$ cat src/rtl/mem_arb_pkg.sv
// rtl/mem_arb_pkg.sv - shared types and defaults for the memory port arbiter
// Purpose: FSM state encoding, transaction owner encoding, default parameters.
// Ports: none (package).
package mem_arb_pkg;

  typedef enum logic [1:0] {
    ARB_IDLE = 2'd0,
    ARB_WAIT = 2'd1,
    ARB_RESP = 2'd2
  } arb_state_t;

  typedef enum logic {
    OWN_IF = 1'b0,
    OWN_DM = 1'b1
  } arb_owner_t;

  localparam int DEF_ADDR_W     = 32;
  localparam int DEF_DATA_W     = 16;
  localparam int DEF_MEM_LAT    = 2;
  localparam int DEF_STARVE_MAX = 4;

endpackage

$ cat src/rtl/arb_lat_counter.sv
// rtl/arb_lat_counter.sv - memory latency down-counter
// Purpose: loads MEM_LAT-1 on a grant, counts down while waiting, flags zero.
// Ports:
//   clk, reset  - clock, synchronous active-high reset (count -> 0)
//   load        - load MEM_LAT-1 this cycle
//   dec         - decrement this cycle (holds at 0)
//   zero        - count equals 0
module arb_lat_counter
  import mem_arb_pkg::*;
#(
  parameter int MEM_LAT = DEF_MEM_LAT,
  parameter int CW      = $clog2(MEM_LAT + 1)
) (
  input  logic clk,
  input  logic reset,
  input  logic load,
  input  logic dec,
  output logic zero
);

  localparam logic [CW-1:0] LOAD_VAL = CW'(MEM_LAT - 1);

  logic [CW-1:0] count;

  always_ff @(posedge clk) begin
    if (reset) begin
      count <= '0;
    end else if (load) begin
      count <= LOAD_VAL;
    end else if (dec && (count != '0)) begin
      count <= count - CW'(1);
    end
  end

  assign zero = (count == '0);

endmodule

$ cat src/rtl/mem_port_arbiter.sv
// rtl/mem_port_arbiter.sv - IF/MEM shared memory port arbiter
// Purpose: grants one of fetch (IF) or data (DM) requesters per transaction,
//   sequences a fixed-latency memory access and returns data with a one-cycle
//   rvalid pulse. DM has priority; IF wins after STARVE_MAX lost contests.
// Ports:
//   clk, reset                        - clock, synchronous active-high reset
//   if_req/if_addr -> if_gnt          - fetch request and same-cycle grant
//   if_rvalid/if_rdata                - fetch response pulse and data
//   dm_req/dm_we/dm_addr/dm_wdata     - data request (read or write)
//   dm_gnt, dm_rvalid/dm_rdata        - data grant and completion pulse
//   mem_en/mem_we/mem_addr/mem_wdata  - memory strobe and command
//   mem_rdata                         - memory data, MEM_LAT cycles after mem_en
module mem_port_arbiter
  import mem_arb_pkg::*;
#(
  parameter int ADDR_W     = DEF_ADDR_W,
  parameter int DATA_W     = DEF_DATA_W,
  parameter int MEM_LAT    = DEF_MEM_LAT,
  parameter int STARVE_MAX = DEF_STARVE_MAX
) (
  input  logic              clk,
  input  logic              reset,
  input  logic              if_req,
  input  logic [ADDR_W-1:0] if_addr,
  output logic              if_gnt,
  output logic              if_rvalid,
  output logic [DATA_W-1:0] if_rdata,
  input  logic              dm_req,
  input  logic              dm_we,
  input  logic [ADDR_W-1:0] dm_addr,
  input  logic [DATA_W-1:0] dm_wdata,
  output logic              dm_gnt,
  output logic              dm_rvalid,
  output logic [DATA_W-1:0] dm_rdata,
  output logic              mem_en,
  output logic              mem_we,
  output logic [ADDR_W-1:0] mem_addr,
  output logic [DATA_W-1:0] mem_wdata,
  input  logic [DATA_W-1:0] mem_rdata
);

  localparam int            SW       = $clog2(STARVE_MAX + 1);
  localparam logic [SW-1:0] STARVE_V = SW'(STARVE_MAX);

  arb_state_t        state, next_state;
  arb_owner_t        owner;
  logic              owner_we;
  logic [DATA_W-1:0] resp_data;
  logic [SW-1:0]     starve_cnt;
  logic              lat_zero;

  logic arb_ok, dm_wins, grant_dm, grant_if, any_grant, resp_live;

  // Arbitration is open in IDLE and RESP; reset closes it so nothing is granted.
  assign arb_ok    = !reset && ((state == ARB_IDLE) || (state == ARB_RESP));
  assign dm_wins   = dm_req && (!if_req || (starve_cnt != STARVE_V));
  assign grant_dm  = arb_ok && dm_wins;
  assign grant_if  = arb_ok && if_req && !dm_wins;
  assign any_grant = grant_dm || grant_if;
  assign resp_live = !reset && (state == ARB_RESP);

  arb_lat_counter #(.MEM_LAT(MEM_LAT)) u_lat (
    .clk   (clk),
    .reset (reset),
    .load  (any_grant),
    .dec   (state == ARB_WAIT),
    .zero  (lat_zero)
  );

  always_ff @(posedge clk) begin
    if (reset) begin
      state <= ARB_IDLE;
    end else begin
      state <= next_state;
    end
  end

  always_comb begin
    next_state = state;
    case (state)
      ARB_IDLE: next_state = any_grant ? ARB_WAIT : ARB_IDLE;
      ARB_WAIT: next_state = lat_zero ? ARB_RESP : ARB_WAIT;
      ARB_RESP: next_state = any_grant ? ARB_WAIT : ARB_IDLE;
      default:  next_state = ARB_IDLE;
    endcase
  end

  // Owner, write flag, captured data and starvation count.
  always_ff @(posedge clk) begin
    if (reset) begin
      owner      <= OWN_IF;
      owner_we   <= 1'b0;
      resp_data  <= '0;
      starve_cnt <= '0;
    end else begin
      if (any_grant) begin
        owner    <= grant_dm ? OWN_DM : OWN_IF;
        owner_we <= grant_dm && dm_we;
      end
      if ((state == ARB_WAIT) && lat_zero) begin
        resp_data <= mem_rdata;
      end
      if (arb_ok) begin
        if (!if_req || grant_if) begin
          starve_cnt <= '0;
        end else if (grant_dm && (starve_cnt != STARVE_V)) begin
          starve_cnt <= starve_cnt + SW'(1);
        end
      end
    end
  end

  always_comb begin
    if_gnt    = grant_if;
    dm_gnt    = grant_dm;
    mem_en    = any_grant;
    mem_we    = grant_dm && dm_we;
    mem_addr  = '0;
    mem_wdata = '0;
    if (grant_dm) begin
      mem_addr  = dm_addr;
      mem_wdata = dm_wdata;
    end else if (grant_if) begin
      mem_addr  = if_addr;
    end
    if_rvalid = resp_live && (owner == OWN_IF);
    dm_rvalid = resp_live && (owner == OWN_DM);
    if_rdata  = if_rvalid ? resp_data : '0;
    dm_rdata  = (dm_rvalid && !owner_we) ? resp_data : '0;
  end

endmodule

$ cat config.mk
export PLATFORM = sky130hd
export DESIGN_NAME = mem_port_arbiter
export DESIGN_NICKNAME = d
export VERILOG_FILES = /design/src/rtl/mem_arb_pkg.sv /design/src/rtl/arb_lat_counter.sv /design/src/rtl/mem_port_arbiter.sv
export SDC_FILE = /design/constraint.sdc
export NUM_CORES = 1
export LEC_CHECK = 0
export CORE_ASPECT_RATIO = 1.75
export CORE_UTILIZATION = 29
export DETAILED_ROUTE_END_ITERATION = 8
export PLACE_DENSITY = 0.83
export SKIP_LAST_GASP = 1
export SYNTH_ARGS = -nofsm -noshare
export SYNTH_HDL_FRONTEND = slang
export SYNTH_SLANG_ARGS = --single-unit
$ cat constraint.sdc
create_clock -name clk -period 2.5 [get_ports clk]
set_input_delay 0.625 -clock clk [delete_from_list [all_inputs] [get_ports clk]]
set_output_delay 0.625 -clock clk [all_outputs]
set_load 0.03 [all_outputs]
==> reports/qor.csv <==
stage,metric,value,unit
placed_design,post-dp-hpwl,6350,µm
route,first_pass_iters,4,
global_routing,grt_pass1_wl,11500,µm
route,route.met3.wl,1340,µm
sta,worst_pin_slew,0.641,ns
global_routing,first_global_vias,2260,
floorplanning,die_w,60.5,µm
synthesis,synth_top_area_share,28.8,%
final_layout,syn2layout_area_growth,128,%
sta,fin_crit,2.49,ns
synthesis,synthCells,217,
worst_setup_path,max_stage_delay,0.28,ns
synthesis,yosys.area.top_type,dfxtp_1,
clocking,cts.clk_slew.worst_paths,0.09,ns
sta,rsz0062_at_grt,true,
floorplanning,die-area,6310,µm²
sta,setup_slack,0.00720,ns
sta,fmax,401,MHz
route,drt_iter0_markers,71,
final_layout,diodes,0,
route,dr_wl_met2,4150,µm
route,totalWireLength,8290,µm
sta,holdWs,0.470,ns
sta,setup_viol,0,
sta,slew_headroom,57.1,%
clocking,clkLatencyLatePin,0.27,ns
synthesis,syn_nets,321,
clocking,cts_root_buf,clkbuf_8,
route,wl_met1,2680,µm
worst_setup_path,crit_arrival,1.87,ns
worst_setup_path,rrSetupSlack,0.98,ns
worst_setup_path,crit_fanout,8,
floorplanning,initial_utilization,30.6,%
worst_setup_path,crit_buf_inv,4,
global_routing,grt_overflow,0,
floorplanning,row_count,36,
floorplanning,die_y,104,µm
synthesis,yosysWarnings,0,
synthesis,seq_area_frac_synth,28.8,%
worst_setup_path,timing_worst_setup_path_type,input pin to primary output,
synthesis,ys.flop_type,dfxtp_1,
placed_design,gp_congestion,0.890,
power,pwr_density_cell,323,nW/µm²
job,cap_violations,0,
global_routing,grt_antenna_before_repair,0,
route,drc,0,
clocking,cts.sinks,25,
power,ir_worst_vdd,0.347,mV
global_routing,grt.total_usage,24.2,%
sta,hold_viol,0,
final_layout,layout-drive-gt1-share,33.1,%
placed_design,port_buffers,186,
sta,layout_worst_path_cycle_share,99.7,%
worst_setup_path,critical_path.top_delay_family,buffers and inverters,
synthesis,syn_avg_cell_area,8.00,µm²
final_layout,final-instance-count-excl-fill,490,
global_routing,grt_max_degree,35,
synthesis,synthesis.area,1740,µm²
placed_design,dpl.cell_count,475,
clocking,numCtsBuffers,3,
clocking,cts_tree,built,
clocking,clockBufferDepth,2,
placed_design,place_ws,-0.234,ns
worst_setup_path,crit_slowest_cell,and3b_2,
synthesis,async_reset_ff_share,0,%
power,power_leakage,0.00175,µW
route,viasPerCell,4.73,
worst_setup_path,endpoint_kind,primary output,
synthesis,yosys-top-cells-area,"dfxtp_1 29%, and2_1 18%, a22o_1 17%",
worst_hold_path,min_path_type,register to register,
final_layout,nNetsFinal,519,
worst_setup_path,path_cells,clkdlybuf4s15_1 -> buf_4 -> and3b_2 -> clkbuf_16 -> a22o_4 -> buf_12,
outcome,status,completed,
worst_setup_path,critPathLaunchType,input pin,
route,routedWlPerCell,16.9,µm
synthesis,synth-seq-cells,25,
synthesis,synth_edf_count,0,
clocking,h-tree-depth,1,
sta,skew,0.000994,ns
synthesis,synth_cell_types,32,
route,ant_nets,0,
route,vias,2316,
route,top_layer,met4,
worst_setup_path,cp_data_required_time,1.88,ns
floorplanning,io-pin-count,187,
sta,finalMaxSlewViolations,0,
floorplanning,coreArea,5680,µm²
-- cell families after synthesis --
kind of cell             synth area share [%]
AND/OR/NAND/NOR                          34.5
buffers and inverters                    8.51
adder cells (fa/ha/maj)                  2.16
flip-flops                               28.8
AO/OA/AOI/OAI                            26.0
-- what timing repair did --
item	in CTS	in global routing
cloned	1	2
hold buffers	0	0
pin swaps	5	6
setup buffers	6	2
endpoints found under the setup margin	84	55
gates resized for setup	15	16
-- Yosys cell counts (2+ instances only) --
library cell	instances
a21oi_1	19
a22o_1	33
and2_1	49
and3_1	2
and3b_1	2
buf_2	5
buf_4	7
buf_6	3
clkbuf_1	2
clkbuf_2	2
dfxtp_1	25
ha_1	3
inv_1	5
nand2_1	35
nand3_1	2
nor2_1	7
-- sequential cells by signal, summed over array words and instances, names as in the netlist --
signal / flops
resp_data: 16
starve_cnt: 3
state: 2
u_lat.count: 2
owner: 1
owner_we: 1
-- routing by layer --
layer  up-vias  GRT usage [%]
li1       1140              -
met1      1037           23.6
met2       131           43.0
met3         8           12.9
met4         0           5.19
met5         -              0
-- where the power goes --
group	leakage, µW	switching, µW	total [µW]	internal, µW
registers	0.000205	19.9	443	423
logic	0.00152	263	596	333
clock network	0.0000255	129	240	112
-- worst paths after layout --
check / start / to / cells after the start
worst max-delay path: if_req / mem_addr[1] / 6
worst min register to register: resp_data[7]$_SDFFE_PP0P_ / resp_data[7]$_SDFFE_PP0P_ / 2
worst max register to register: u_lat.count[0]$_SDFFE_PP0P_ / resp_data[0]$_SDFFE_PP0P_ / 5
worst min-delay path: resp_data[7]$_SDFFE_PP0P_ / resp_data[7]$_SDFFE_PP0P_ / 2
-- worst register-to-register path, cell delays in order, from the launching register on --
cell and delay [ns]:
dfxtp_1 0.34, inv_1 0.06, ha_1 0.23, and3b_1 0.57
nand2_1 0.13, a21oi_1 0.14
-- per-stage QoR --
stage | instance area (µm²) | power [µW] | utilization (%) | TNS, ns
2_1_floorplan | 1740 | 692 | - | 0
3_3_place_gp | 3700 | 1010 | 65.2 | -13.52
3_5_place_dp | 3700 | 1010 | 65.2 | -14.84
4_1_cts | 3870 | 1270 | 68.1 | 0
5_1_grt | 3960 | 1340 | 69.7 | -0.0972
6_report | 3960 | 1280 | 69.7 | 0
-- cell type report --
cell class,count,area [µm²]
clock buffers,3,41.3
clock inverters,1,5.00
fillers,469,1720
inverters,5,18.8
multi-input cells,168,1170
flip-flops and latches,25,503
well taps,76,95.1
repair buffers,212,2120
-- placed cells by master (no fill, tap or decap), types with 3 or more instances in the layout --
cell | Yosys | layout
a21oi_1 | 19 | 19
inv_1 | 5 | 3
buf_6 | 3 | 5
nand2_1 | 35 | 35
a22o_1 | 33 | 27
a22o_4 | 0 | 6
clkbuf_8 | 0 | 3
and2_1 | 49 | 49
buf_12 | 0 | 19
buf_4 | 7 | 86
dfxtp_1 | 25 | 23
nor2_1 | 7 | 6
clkdlybuf4s50_1 | 0 | 97
(Power assumes the default switching activity.)
